==> config.mk <==
export PLATFORM = sky130hd
export DESIGN_NAME = issue_dispatch_unit
export DESIGN_NICKNAME = d
export VERILOG_FILES = /design/src/rtl/issue_dispatch_unit_pkg.sv /design/src/rtl/issue_scoreboard.sv /design/src/rtl/issue_dispatch_unit.sv
export SDC_FILE = /design/constraint.sdc
export NUM_CORES = 1
export LEC_CHECK = 0
export ABC_AREA = 1
export BUFFER_PORTS_ARGS = -buffer_cell sky130_fd_sc_hd__buf_2
export CAP_MARGIN = 25
export CORE_AREA = 5 5 172 174
export CTS_CLUSTER_SIZE = 16
export DETAILED_ROUTE_END_ITERATION = 8
export DIE_AREA = 0 0 177 179
export GPL_TIMING_DRIVEN = 0
export PLACE_DENSITY_LB_ADDON = 0.08
export SLEW_MARGIN = 5
export SYNTH_ARGS = -nofsm -noshare
export SYNTH_HDL_FRONTEND = slang
export SYNTH_SLANG_ARGS = --single-unit
==> constraint.sdc <==
create_clock -name CLK -period 3.4 [get_ports CLK]
set_input_delay 0.34 -clock CLK [delete_from_list [all_inputs] [get_ports CLK]]
set_output_delay 0.34 -clock CLK [all_outputs]
set_load 0.01 [all_outputs]
==> src/rtl/issue_dispatch_unit_pkg.sv <==
// Shared issue-stage types and constants.
//   issue_state_t : issue slot occupancy state
//   fu_lane_t     : functional-unit lane encoding
//   issue_slot_t  : decoded instruction held in the issue slot
//   reg_onehot    : register index to one-hot scoreboard mask
package issue_dispatch_unit_pkg;

    localparam int unsigned XLEN       = 32;
    localparam int unsigned REG_W      = 5;
    localparam int unsigned NUM_REGS   = 32;
    localparam int unsigned FU_W       = 3;
    localparam int unsigned NUM_FU_DEF = 5;
    localparam int unsigned NUM_WB_DEF = 2;
    localparam int unsigned CNT_W_DEF  = 32;

    typedef enum logic [1:0] {
        EMPTY  = 2'd0,
        HOLD   = 2'd1,
        HALTED = 2'd2
    } issue_state_t;

    typedef enum logic [FU_W-1:0] {
        FU_ARITH = 3'd0,
        FU_MULT  = 3'd1,
        FU_DIV   = 3'd2,
        FU_LSU   = 3'd3,
        FU_CSR   = 3'd4
    } fu_lane_t;

    // fu is kept as raw bits: encodings 5..7 must be representable so they can be trapped
    typedef struct packed {
        logic [REG_W-1:0] rs1;
        logic [REG_W-1:0] rs2;
        logic [REG_W-1:0] rd;
        logic [1:0]       src_used;
        logic             wen;
        logic [FU_W-1:0]  fu;
        logic             serial;
        logic             halt;
        logic             illegal;
        logic [XLEN-1:0]  pc;
    } issue_slot_t;

    function automatic logic [NUM_REGS-1:0] reg_onehot(input logic [REG_W-1:0] idx);
        return NUM_REGS'(1) << idx;
    endfunction

endpackage

==> src/rtl/issue_scoreboard.sv <==
// 32-entry register pending scoreboard.
//   wb_valid/wb_rd : writeback completions that clear pending bits
//   rs1/rs2/rd     : register fields of the instruction under test
//   src_used/wen   : which of those fields participate in the hazard check
//   set_en         : instruction dispatched and writes rd; marks rd pending
//   hazard_c       : RAW/WAW hazard against the effective pending set
//   empty_c        : effective pending set is empty
//   busy           : any pending bit set in the registered state
module issue_scoreboard
    import issue_dispatch_unit_pkg::*;
#(
    parameter int unsigned NUM_WB = NUM_WB_DEF
) (
    input  logic                    CLK,
    input  logic                    nRST,
    input  logic [NUM_WB-1:0]       wb_valid,
    input  logic [REG_W*NUM_WB-1:0] wb_rd,
    input  logic [REG_W-1:0]        rs1,
    input  logic [REG_W-1:0]        rs2,
    input  logic [REG_W-1:0]        rd,
    input  logic [1:0]              src_used,
    input  logic                    wen,
    input  logic                    set_en,
    output logic                    hazard_c,
    output logic                    empty_c,
    output logic                    busy
);

    logic [NUM_REGS-1:0] pend_q;
    logic [NUM_REGS-1:0] pend_d;
    logic [NUM_REGS-1:0] clr_mask;
    logic [NUM_REGS-1:0] set_mask;
    logic [NUM_REGS-1:0] eff;

    // Same-cycle writebacks resolve hazards; a same-cycle set on the cleared rd wins.
    always_comb begin
        clr_mask = '0;
        for (int k = 0; k < NUM_WB; k++) begin
            if (wb_valid[k]) begin
                clr_mask = clr_mask | reg_onehot(wb_rd[REG_W*k +: REG_W]);
            end
        end
        eff      = pend_q & ~clr_mask;
        set_mask = (set_en && (rd != '0)) ? reg_onehot(rd) : '0;
        pend_d   = eff | set_mask;
        pend_d[0] = 1'b0;
        hazard_c = (src_used[0] && eff[rs1]) ||
                   (src_used[1] && eff[rs2]) ||
                   (wen && eff[rd]);
        empty_c  = (eff == '0);
    end

    always_ff @(posedge CLK or negedge nRST) begin
        if (!nRST) begin
            pend_q <= '0;
        end else begin
            pend_q <= pend_d;
        end
    end

    assign busy = |pend_q;

endmodule

==> src/rtl/issue_dispatch_unit.sv <==
// Single-entry issue slot with hazard check and per-lane dispatch.
//   in_*            : decoded instruction from the control unit, in_valid/in_ready handshake
//   fu_valid/ready  : one-hot dispatch handshake (0 arith, 1 mult, 2 div, 3 lsu, 4 csr)
//   out_*           : register fields and PC of the slot, stable while fu_valid is held
//   wb_valid/wb_rd  : writeback completions clearing scoreboard bits
//   flush           : empties the slot; scoreboard keeps in-flight writes
//   exc_valid/pc    : one-cycle illegal-instruction report
//   halted          : a halt has retired; only reset leaves this state
//   sb_busy         : any register write outstanding
//   stall/issue_count : held-but-not-dispatched cycles and dispatched instructions
module issue_dispatch_unit
    import issue_dispatch_unit_pkg::*;
#(
    parameter int unsigned NUM_FU = NUM_FU_DEF,
    parameter int unsigned NUM_WB = NUM_WB_DEF,
    parameter int unsigned CNT_W  = CNT_W_DEF
) (
    input  logic                    CLK,
    input  logic                    nRST,
    input  logic                    in_valid,
    output logic                    in_ready,
    input  logic [REG_W-1:0]        in_rs1,
    input  logic [REG_W-1:0]        in_rs2,
    input  logic [REG_W-1:0]        in_rd,
    input  logic [1:0]              in_src_used,
    input  logic                    in_wen,
    input  logic [FU_W-1:0]         in_fu,
    input  logic                    in_serial,
    input  logic                    in_halt,
    input  logic                    in_illegal,
    input  logic [XLEN-1:0]         in_pc,
    output logic [NUM_FU-1:0]       fu_valid,
    input  logic [NUM_FU-1:0]       fu_ready,
    output logic [REG_W-1:0]        out_rs1,
    output logic [REG_W-1:0]        out_rs2,
    output logic [REG_W-1:0]        out_rd,
    output logic [XLEN-1:0]         out_pc,
    input  logic [NUM_WB-1:0]       wb_valid,
    input  logic [REG_W*NUM_WB-1:0] wb_rd,
    input  logic                    flush,
    output logic                    exc_valid,
    output logic [XLEN-1:0]         exc_pc,
    output logic                    halted,
    output logic                    sb_busy,
    output logic [CNT_W-1:0]        stall_count,
    output logic [CNT_W-1:0]        issue_count
);

    issue_state_t      state_q, state_d;
    issue_slot_t       slot_q, slot_d;
    issue_slot_t       in_slot;
    logic              exc_valid_q, exc_valid_d;
    logic [XLEN-1:0]   exc_pc_q, exc_pc_d;
    logic [CNT_W-1:0]  stall_q, stall_d;
    logic [CNT_W-1:0]  issue_q, issue_d;

    logic              hazard_c;
    logic              sb_empty_c;
    logic              sb_busy_w;
    logic              live;
    logic              fu_legal;
    logic              go;
    logic              dispatch;
    logic              retire_ill;
    logic              retire_halt;
    logic              done;
    logic              set_en;
    logic              in_ready_c;
    logic [NUM_FU-1:0] fu_valid_c;

    issue_scoreboard #(
        .NUM_WB (NUM_WB)
    ) u_sb (
        .CLK      (CLK),
        .nRST     (nRST),
        .wb_valid (wb_valid),
        .wb_rd    (wb_rd),
        .rs1      (slot_q.rs1),
        .rs2      (slot_q.rs2),
        .rd       (slot_q.rd),
        .src_used (slot_q.src_used),
        .wen      (slot_q.wen),
        .set_en   (set_en),
        .hazard_c (hazard_c),
        .empty_c  (sb_empty_c),
        .busy     (sb_busy_w)
    );

    // Slot decision: dispatch to a lane, or retire illegal/halt once all writes have drained.
    always_comb begin
        live     = (state_q == HOLD) && !flush;
        fu_legal = (32'(slot_q.fu) < NUM_FU);
        go       = live && !hazard_c && (!slot_q.serial || sb_empty_c) &&
                   !slot_q.illegal && !slot_q.halt && fu_legal;
        fu_valid_c = '0;
        for (int i = 0; i < NUM_FU; i++) begin
            fu_valid_c[i] = go && (32'(slot_q.fu) == 32'(i));
        end
        dispatch    = |(fu_valid_c & fu_ready);
        retire_ill  = live && sb_empty_c && (slot_q.illegal || !fu_legal);
        retire_halt = live && sb_empty_c && slot_q.halt && !slot_q.illegal && fu_legal;
        done        = dispatch || retire_ill || retire_halt;
        set_en      = dispatch && slot_q.wen;
    end

    always_comb begin
        in_slot.rs1      = in_rs1;
        in_slot.rs2      = in_rs2;
        in_slot.rd       = in_rd;
        in_slot.src_used = in_src_used;
        in_slot.wen      = in_wen;
        in_slot.fu       = in_fu;
        in_slot.serial   = in_serial;
        in_slot.halt     = in_halt;
        in_slot.illegal  = in_illegal;
        in_slot.pc       = in_pc;
    end

    // Next-state, slot load and counters.
    always_comb begin
        state_d     = state_q;
        slot_d      = slot_q;
        in_ready_c  = 1'b0;
        exc_valid_d = retire_ill;
        exc_pc_d    = retire_ill ? slot_q.pc : exc_pc_q;
        stall_d     = stall_q;
        issue_d     = issue_q;

        if (dispatch) begin
            issue_d = issue_q + CNT_W'(1);
        end
        if ((state_q == HOLD) && !done && !flush) begin
            stall_d = stall_q + CNT_W'(1);
        end

        case (state_q)
            EMPTY: begin
                in_ready_c = !flush;
                if (in_valid && !flush) begin
                    state_d = HOLD;
                    slot_d  = in_slot;
                end
            end
            HOLD: begin
                if (flush) begin
                    state_d = EMPTY;
                end else if (retire_halt) begin
                    state_d = HALTED;
                end else if (done) begin
                    // zero-bubble refill when the slot frees this cycle
                    in_ready_c = 1'b1;
                    if (in_valid) begin
                        slot_d = in_slot;
                    end else begin
                        state_d = EMPTY;
                    end
                end
            end
            HALTED: begin
                state_d = HALTED;
            end
            default: begin
                state_d = EMPTY;
            end
        endcase
    end

    always_ff @(posedge CLK or negedge nRST) begin
        if (!nRST) begin
            state_q     <= EMPTY;
            slot_q      <= '0;
            exc_valid_q <= 1'b0;
            exc_pc_q    <= '0;
            stall_q     <= '0;
            issue_q     <= '0;
        end else begin
            state_q     <= state_d;
            slot_q      <= slot_d;
            exc_valid_q <= exc_valid_d;
            exc_pc_q    <= exc_pc_d;
            stall_q     <= stall_d;
            issue_q     <= issue_d;
        end
    end

    assign in_ready    = in_ready_c;
    assign fu_valid    = fu_valid_c;
    assign out_rs1     = slot_q.rs1;
    assign out_rs2     = slot_q.rs2;
    assign out_rd      = slot_q.rd;
    assign out_pc      = slot_q.pc;
    assign exc_valid   = exc_valid_q;
    assign exc_pc      = exc_pc_q;
    assign halted      = (state_q == HALTED);
    assign sb_busy     = sb_busy_w;
    assign stall_count = stall_q;
    assign issue_count = issue_q;

endmodule

==> flow_summary.yaml, run 1 <==
placement:
  dp_worst_setup_slack_ns: -0.482
  dp_cells: 2106
  io_buffers: 226
  gp_congestion: 0.955
  dpl.hpwl_um: 28000
setup_path:
  rr_worst_depth: 22
  cp_max_fo: 10
  critical_path_class: "in2out"
  cp_slowest_cell: "nor3_1"
  max_stage_delay_ns: 0.30
  r2r_start: "out_rs1[0]"
  cp_top_family: "simple AND/OR/NAND/NOR gates"
  worstSetupStartpointType: "input port"
  rr_endpoint: "out_rs1[2]"
  arrival_ns: 2.97
  cp.required_ns: 3.06
  end_kind: "primary output"
  path_cells: "buf_2 -> inv_1 -> nand2_1 -> nor3_1 -> nand2_1 -> nand3_2 -> nand4_1 -> nor3_2 -> nand2_1 -> a21oi_1 -> nand3_1 -> nor2_4 -> buf_6 -> nand3_1 -> nand3_2 -> nor2_4 -> buf_8 -> nand3_1 -> buf_4"
  reg2reg_slack_ns: 0.19
  crit_buf_inv: 5
synthesis:
  ys_types: 32
  syn_nets: 1580
  synth_flop_cell: "dfrtp_1"
  synth-edff-count: 0
  yosys_warnings: 0
  synth-seq-cells: 186
  synth_area_per_cell_um2: 7.30
  synth_area_mm2: 0.0110
  yosysSeqAreaShare_pct: 42.5
  syn_inst: 1501
  async_flop_share_pct: 100
cts:
  cts_sinks: 186
  root_buffer: "clkbuf_16"
  clk_pin_slew_ns: 0.09
  worst_skew_pair.late_latency_ns: 0.43
  cts_tree: "yes"
  numCtsBuffers: 17
  cts_max_level: 4
  clk_path_buf_depth: 2
hold_path:
  hold_depth: 3
  min_from: "in_pc[6]"
  hold_path_class: "in2reg"
  holdPathEnd: "out_pc[6]"
layout:
  diodes: 0
  drive_above_1_share_pct: 25.7
  syn2layout_area_growth_pct: 24.6
  final_cells: 2139
  fin_util_pct: 49.4
  nNetsFinal: 1827
pwr:
  internal_power_mw: 3.44
  pwr-share-comb_pct: 10.5
  swShare_pct: 29.0
  clockPowerShare_pct: 42.4
  total_power_mw: 4.85
  cellLeakagePower_nw: 7.08
  ir_worst_vdd_uv: 302
  p_sw_mw: 1.41
  seqPwrFrac_pct: 47.2
  power_density_mw_per_mm2: 356
floorplan:
  start_util_pct: 39.6
  io_pins: 229
  die_h_um: 179
  coreArea_mm2: 0.0276
  rows: 61
  die_area_mm2: 0.0317
  die_w_um: 177
global_routing:
  grt_antenna_before_repair: 5
  first_global_vias: 10300
  grt_pass1_wl_um: 57600
  grt.overflow.total: 0
  grt_usage_pct: 23.1
  grt_start_max_net_pins: 104
timing:
  finalCriticalPeriod_ns: 3.31
  finalWorstSetupSlack_ns: 0.0927
  hold_viol: 0
  fin_crit_sh_pct: 97.3
  setup_violations: 0
  fmax_mhz: 302
  slew_violations: 0
  rsz0062_at_grt: "yes"
  relSlewSlack_pct: 55.5
  worst_pin_slew_ns: 0.668
  skew_ns: 0.0177
route:
  drt-initial-drc-count: 1085
  ant_nets: 0
  wl_per_cell_um: 17.3
  route.vias.total: 10900
  drt_first_pass_iters: 7
  drc_errors: 0
  avgViaCountPerCell: 5.09
  wl_um: 37100
outcome:
  outcome: "finished, final reports clean"
run:
  drv_cap: 0
synth_stat cells, types with 10 or more instances:
cell type	number	area share, %
nor4_1	17	0.97
buf_6	10	1.0
nand3_1	151	6.9
nand4_1	83	4.7
o21ai_1	30	1.4
buf_4	51	3.5
inv_1	178	6.1
o21ai_2	26	2.1
xor2_1	41	3.3
dfrtp_1	186	43
nor3_1	31	1.4
nand2_1	443	15
nor2_1	117	4.0
o21ai_0	60	2.7
clkbuf_1	22	0.75
cells by family (layout without fill, tap and decap cells):
logic type / Yosys count / in the layout / share of synthesized area (%)
adders and majority gates: 2 / 2 / 0.228
and+or+nand+nor: 862 / 862 / 34.8
buffers and inverters: 280 / 540 / 12.1
DFF: 186 / 186 / 42.5
AOI/OAI and AO/OA: 125 / 125 / 6.64
xor gates and xnor gates: 46 / 46 / 3.68
layout by cell type, fill, tap and decap left out, types with 11 or more instances in the layout:
master	instances
clkbuf_16	17
nand2_1	437
buf_6	14
clkbuf_1	11
inv_1	174
nor4_1	17
nor2_4	13
dfrtp_1	179
nand3_1	126
o21ai_0	60
nor2_1	102
nand4_1	83
buf_4	56
nand3_2	25
nor3_1	29
xor2_1	41
o21ai_1	30
o21ai_2	26
buf_2	226
what timing repair did:
item	in CTS	in global routing
hold buffers	1	0
setup buffers	4	2
pin swaps	1	6
resized for setup	47	63
endpoints found under the hold margin	83	0
setup endpoints to repair	134	120
registers in the layout, indices dropped and copies added (netlist names):
signal and count:
exc_valid 1, exc_pc 32, out_rs2 5, u_sb.pend_q 31, out_rd 5, slot_q 9
out_pc 32, issue_count 32, state_q 2, out_rs1 5, stall_count 32
power by group through the flow:
stage / Clock, mW / Combinational, mW / Sequential [mW]
2_1_floorplan: 0 / 0.271 / 2.31
3_3_place_gp: 0 / 0.476 / 2.32
3_5_place_dp: 0 / 0.484 / 2.32
4_1_cts: 2.12 / 0.491 / 2.29
5_1_grt: 2.21 / 0.565 / 2.30
6_report: 2.06 / 0.507 / 2.29
how the worst max path moves through the flow:
stage	end	depth (start not counted)	startpoint	slack [ns]
floorplan	out_rs1[1]	24	wb_rd[9]	0.55
global placement	issue_count[22]	1	nRST	-1.27
detailed placement	out_pc[21]	19	out_rs1[0]	-0.48
CTS	out_pc[21]	20	out_rs1[0]	0.007
global route	in_ready	20	wb_rd[0]	-0.10
finish	in_ready	19	wb_rd[1]	0.09
layer usage:
layer  GRT usage [%]  wire [µm]  vias up
met3            5.57       2460       53
li1                -          -     5306
met4            5.77        704       10
met2            38.3      17700      401
met1            30.6      16200     5121
met5               0         58        -
through the flow:
step | hold WS, ns | area (µm²) | TNS [ns]
3_5_place_dp | 0.386 | 12600 | -44.84
2_1_floorplan | 0.0444 | 11000 | 0
3_3_place_gp | 0.459 | 12600 | -277.17
4_1_cts | 0.110 | 13400 | 0
5_1_grt | 0.119 | 13600 | -0.101
6_report | 0.131 | 13600 | 0
layout make-up:
class | count | area, µm²
Multi-Input combinational cell | 1035 | 5280
Buffer | 87 | 646
Tap cell | 378 | 473
Timing Repair Buffer | 234 | 1250
Clock buffer | 17 | 425
Fill cell | 2862 | 14000
Sequential cell | 186 | 4660
Inverter | 187 | 711
Clock inverter | 15 | 195
worst reg2reg max path: stages (launching register included):
cell and delay [ns]:
dfrtp_2 0.48, inv_4 0.13, buf_6 0.17, nand4_1 0.10
nand3_1 0.10, nand3_1 0.11, nand3_1 0.11, nand3_1 0.07
nand2_1 0.12, nand2_1 0.10, nand3_1 0.14, nor2_4 0.05
buf_6 0.13, nand3_1 0.11, nand3_2 0.11, nor2_4 0.15
buf_6 0.16, nand3_2 0.13, nand3_4 0.15, buf_6 0.18
buf_6 0.20, nand2_1 0.09, o21ai_2 0.07
Note: power is estimated with default switching activity, not from simulation.
==> run 2: changes to the inputs <==
==> constraint.sdc (replaced) <==
create_clock -name CLK -period 3.4 [get_ports CLK]
set_input_delay 0 -clock CLK [delete_from_list [all_inputs] [get_ports CLK]]
set_output_delay 0 -clock CLK [all_outputs]
set_load 0.01 [all_outputs]
==> run 2 against run 1 <==
- via count up 1.8%
- critical path type is now reg2reg
- largest power group unchanged
- sequential share of layout area down 0.83 points
- routed wire length up 0.32%
- die area unchanged
- total power up 0.70%
==> flow_summary.yaml, run 2 (synthesis results as in run 1) <==
outcome:
  outcome: "finished, final reports clean"
global_routing:
  first_global_vias: 10500
  grt_pass1_wl_um: 58200
  grt_usage_pct: 23.2
  grt_start_max_net_pins: 104
  grt_antenna_before_repair: 3
  grt.overflow.total: 0
layout:
  stdcell_area_mm2: 0.0140
  drive_above_1_share_pct: 22.4
  syn2layout_area_growth_pct: 27.6
  layout_commonest_cell: "nand2_1"
  fin_util_pct: 50.6
  final_cell_mix: "442 x nand2_1, 233 x buf_2, 180 x dfrtp_1"
  nNetsFinal: 1890
timing:
  relSlewSlack_pct: 25.6
  setup_violations: 0
  rsz0062_at_grt: "yes"
  finalCriticalPeriod_ns: 3.21
  tns_ns: 0
  fmax_mhz: 311
  slew_violations: 0
  hold_viol: 0
  skew_ns: 0.0181
  holdWs_ns: 0.0450
  worst_pin_slew_ns: 1.11
  fin_crit_sh_pct: 94.5
run:
  drv_cap: 0
setup_path:
  end_kind: "register"
  worstSetupStartpointType: "register"
  arrival_ns: 3.59
  cp.required_ns: 3.78
  crit_buf_inv: 4
  endpoint: "stall_count[17]"
  cp_slowest_cell: "dfrtp_2"
  critical_path_class: "reg2reg"
  max_stage_delay_ns: 0.47
  rr_worst_depth: 19
  reg2reg_slack_ns: 0.19
  r2r_start: "out_rs1[0]"
  crit_cells: 19
  rr_endpoint: "stall_count[17]"
  cp_max_fo: 16
  cpMostUsedCell: "nand3_1"
  cp_top_family: "simple AND/OR/NAND/NOR gates"
  crit_start: "out_rs1[0]"
  path_cells: "clkinv_2 -> o21ai_0 -> nand3_1 -> nand3_1 -> nand3_1 -> nand2_1 -> nand2_1 -> nand3_1 -> nor2_1 -> buf_4 -> nand3_1 -> nand3_2 -> nor2_4 -> nand3_4 -> nor2_4 -> buf_6 -> buf_6 -> nand3_1 -> nand2_1"
floorplan:
  die_area_mm2: 0.0317
  die_h_um: 179
  die_w_um: 177
  coreArea_mm2: 0.0276
  start_util_pct: 39.6
  io_pins: 229
  rows: 61
placement:
  dpl.hpwl_um: 28000
  dpl_cell_area_mm2: 0.0126
  io_buffers: 226
  gp_congestion: 0.955
route:
  drt-initial-drc-count: 1005
  wl_per_cell_um: 16.9
  route.vias.total: 11100
  wl_um: 37200
  ant_nets: 0
  drc_errors: 0
  drt_first_pass_iters: 6
  avgViaCountPerCell: 5.03
cts:
  numCtsBuffers: 17
  cts_sinks: 186
  worst_skew_pair.late_latency_ns: 0.43
  clk_path_buf_depth: 2
  cts_tree: "yes"
  clk_pin_slew_ns: 0.08
  root_buffer: "clkbuf_16"
  cts_max_level: 4
pwr:
  cellLeakagePower_nw: 7.31
  ir_worst_vdd_uv: 302
  total_power_mw: 4.89
  power_density_mw_per_mm2: 350
hold_path:
  hold_path_class: "in2reg"
==> run 2: cell types whose count changed in the layout (fill, tap and decap cells not counted), moves of 4 or more <==
cell and change:
nor2_1 +11, nor2_4 -8, nand3_1 +25, nand3_2 -23, nor3_4 -4, nand2_2 -5
buf_2 +7, nand2_1 +5, dlygate4sd3_1 +58
==> run 2: stage by stage <==
| step | setup slack [ns] | instances |
|---|---|---|
| 2_1_floorplan | 0.708 | 1501 |
| 3_3_place_gp | -0.927 | 2105 |
| 3_5_place_dp | -0.482 | 2106 |
| 4_1_cts | 0.0301 | 2193 |
| 5_1_grt | -0.0207 | 2204 |
| 6_report | 0.188 | 2204 |
==> run 2: metal layers <==
layer	share of wire, %	track usage, %	vias up
li1	-	-	5427
met1	44	30.8	5198
met2	47	38.8	396
met3	6.6	5.17	65
met4	2.3	5.51	2
met5	0.019	0	-
==> run 2: final cells by class <==
class | count | area (µm²)
clock buffer | 17 | 425
fill | 2820 | 13700
multi-input combinational | 1035 | 5020
buffer | 87 | 648
sequential | 186 | 4660
timing repair buffer | 296 | 1830
clock inverter | 15 | 195
inverter | 187 | 712
tap | 378 | 473
timing repair inverter | 1 | 7.51
antenna | 2 | 5.00
==> run 2: how the worst min path moves through the flow <==
stage / to / cells past startpoint / startpoint
after floorplan: exc_pc[0] / 0 / nRST
after global placement: out_pc[6] / 3 / in_pc[6]
after detailed placement: out_pc[10] / 1 / nRST
after CTS: issue_count[29] / 7 / fu_ready[3]
after global routing: stall_count[8] / 5 / flush
final: issue_count[29] / 7 / fu_ready[3]
==> run 2: worst reg2reg max path: stages, from the launching register on <==
cell,delay [ns]
dfrtp_2,0.47
clkinv_2,0.27
o21ai_0,0.24
nand3_1,0.10
nand3_1,0.09
nand3_1,0.08
nand2_1,0.12
nand2_1,0.11
nand3_1,0.09
nor2_1,0.06
buf_4,0.17
nand3_1,0.12
nand3_2,0.11
nor2_4,0.29
nand3_4,0.16
nor2_4,0.19
buf_6,0.17
buf_6,0.17
nand3_1,0.09
nand2_1,0.08
==> run 2: power by group <==
part | total (mW) | switching (mW) | internal, mW
registers | 2.29 | 0.0398 | 2.25
clock network | 2.06 | 1.05 | 1.01
logic | 0.538 | 0.319 | 0.219
total | 4.89 | 1.41 | 3.48
==> run 2: what timing repair did <==
item                                   4_1_cts  5_1_grt
endpoints found under the hold margin      140        0
buffers inserted                             0       10
hold buffers                                59        0
setup endpoints to repair                  130      131
gates cloned                                 0        1
pin swaps                                    0        3
resized for setup                           11       35
==> run 3: changes to the inputs <==
- CORE_AREA: 5 5 172 174 -> 2 2 169 171
- DIE_AREA: 0 0 177 179 -> 0 0 171 173
==> run 3 against run 2 <==
- cell count barely moved
- hold slack got worse by 0.022 ns
- utilization about the same
- highest routed layer is now met4
- global-route usage grew 2.0 points
- critical endpoint is now stall_count[20]
- register-to-register slack hardly changed
==> flow_summary.yaml, run 3 (synthesis results as in run 1) <==
outcome:
  outcome: "finished, final reports clean"
setup_path:
  cp.required_ns: 3.77
  cp_max_fo: 10
  arrival_ns: 3.57
  end_kind: "register"
  worstSetupStartpointType: "register"
  critical_path_class: "reg2reg"
layout:
  final_cell_mix: "441 x nand2_1, 229 x buf_2, 180 x dfrtp_1"
  nNetsFinal: 1887
  syn2layout_area_growth_pct: 27.8
  fin_util_pct: 50.6
  layout_commonest_cell: "nand2_1"
  drive_above_1_share_pct: 22.8
route:
  drc_errors: 0
  wl_per_cell_um: 16.9
  drt-initial-drc-count: 921
  ant_nets: 0
  wl_um: 37300
  avgViaCountPerCell: 5.04
  drt_first_pass_iters: 5
  route.vias.total: 11100
global_routing:
  grt_antenna_before_repair: 3
  grt_pass1_wl_um: 58400
  grt.overflow.total: 0
  first_global_vias: 10600
  grt_usage_pct: 25.2
  grt_start_max_net_pins: 99
floorplan:
  die_w_um: 171
  coreArea_mm2: 0.0276
  die_h_um: 173
  rows: 61
  die_area_mm2: 0.0296
  start_util_pct: 39.6
  io_pins: 229
cts:
  worst_skew_pair.late_latency_ns: 0.43
  numCtsBuffers: 17
  cts_max_level: 4
  cts_tree: "yes"
  clk_pin_slew_ns: 0.08
  clk_path_buf_depth: 2
  cts_sinks: 186
  root_buffer: "clkbuf_16"
placement:
  gp_congestion: 0.960
  io_buffers: 226
  dpl.hpwl_um: 27600
run:
  drv_cap: 0
timing:
  slew_violations: 0
  tns_ns: 0
  setup_violations: 0
  fin_crit_sh_pct: 94.2
  skew_ns: 0.0198
  hold_viol: 0
  relSlewSlack_pct: 24.0
  fmax_mhz: 312
  worst_pin_slew_ns: 1.14
  finalCriticalPeriod_ns: 3.20
pwr:
  power_density_mw_per_mm2: 353
  ir_worst_vdd_uv: 264
  internal_power_mw: 3.54
  cellLeakagePower_nw: 7.30
  seqPwrFrac_pct: 46.4
  p_sw_mw: 1.40
  clockPowerShare_pct: 42.8
  swShare_pct: 28.3
  pwr-share-comb_pct: 10.8
hold_path:
  hold_path_class: "in2reg"
## run 3: layer usage
layer  share of wire [%]  GRT usage [%]  vias to the layer above  wire length, µm
met5                   0              0                        -                0
li1                    -              -                     5425                -
met1                  44           33.9                     5255            16400
met3                 5.7           4.60                       59             2140
met4                 2.5           8.23                        0              937
met2                  48           40.9                      364            17800
## run 3: per-stage QoR
stage / worst slack (ns) / std cells / power [mW] / cell area [µm²] / hold WS (ns)
floorplan: 0.708 / 1501 / 2.59 / 11000 / -0.296
global placement: -0.925 / 2105 / 2.80 / 12600 / 0.239
detailed placement: -0.573 / 2106 / 2.81 / 12600 / 0.0555
CTS: -0.0221 / 2193 / 4.97 / 13800 / 0.00745
global route: -0.00221 / 2201 / 5.14 / 14000 / 0.0546
finish: 0.198 / 2202 / 4.94 / 14000 / 0.0235
## run 3: worst max-delay path, stage by stage, from the launching register on
cell,delay [ns]
dfrtp_2,0.47
clkbuf_4,0.27
nand4_1,0.11
nand3_1,0.09
nand3_1,0.15
nand3_1,0.12
nand3_1,0.09
nand2_2,0.10
nand2_1,0.09
nand3_1,0.11
nor2_2,0.05
buf_4,0.16
nand3_1,0.12
nand3_2,0.12
nor2_4,0.24
nand3_4,0.14
nor2_4,0.15
buf_4,0.21
buf_6,0.18
nand3_1,0.08
nand2_1,0.09
## run 3: cell type report
type                    count  area, µm²
multi-input cells        1035       5060
repair buffers            295       1820
clock buffers              17        425
plain buffers              86        629
clock inverters            15        199
diodes                      3       7.51
inverters                 187        713
flip-flops and latches    186       4660
well taps                 378        473
fillers                  2856      13600
## run 3: worst paths after layout
kind	endpoint	depth (start not counted)	slack, ns	startpoint
setup / recovery	stall_count[20]	20	0.20	out_rs1[0]
hold / removal	issue_count[29]	6	0.02	fu_ready[0]
setup reg to reg	stall_count[20]	20	0.20	out_rs1[0]
hold reg to reg	exc_pc[8]	2	0.48	exc_pc[8]
max in group asynchronous	u_sb.pend_q[16]	3	2.28	nRST
min in group asynchronous	out_pc[11]	2	0.15	nRST
## run 3: timing repair
action | 4_1_cts | 5_1_grt
hold endpoints to repair | 145 | 0
pin swaps | 1 | 2
hold buffers | 58 | 0
gates resized for setup | 16 | 31
setup buffers | 1 | 9
setup endpoints to repair | 130 | 129
## run 3: power by group through the flow
stage	sequential, mW	clock [mW]	combinational, mW
3_5_place_dp	2.33	0	0.480
6_report	2.29	2.11	0.534
3_3_place_gp	2.32	0	0.474
5_1_grt	2.30	2.25	0.593
4_1_cts	2.29	2.16	0.529
2_1_floorplan	2.31	0	0.271
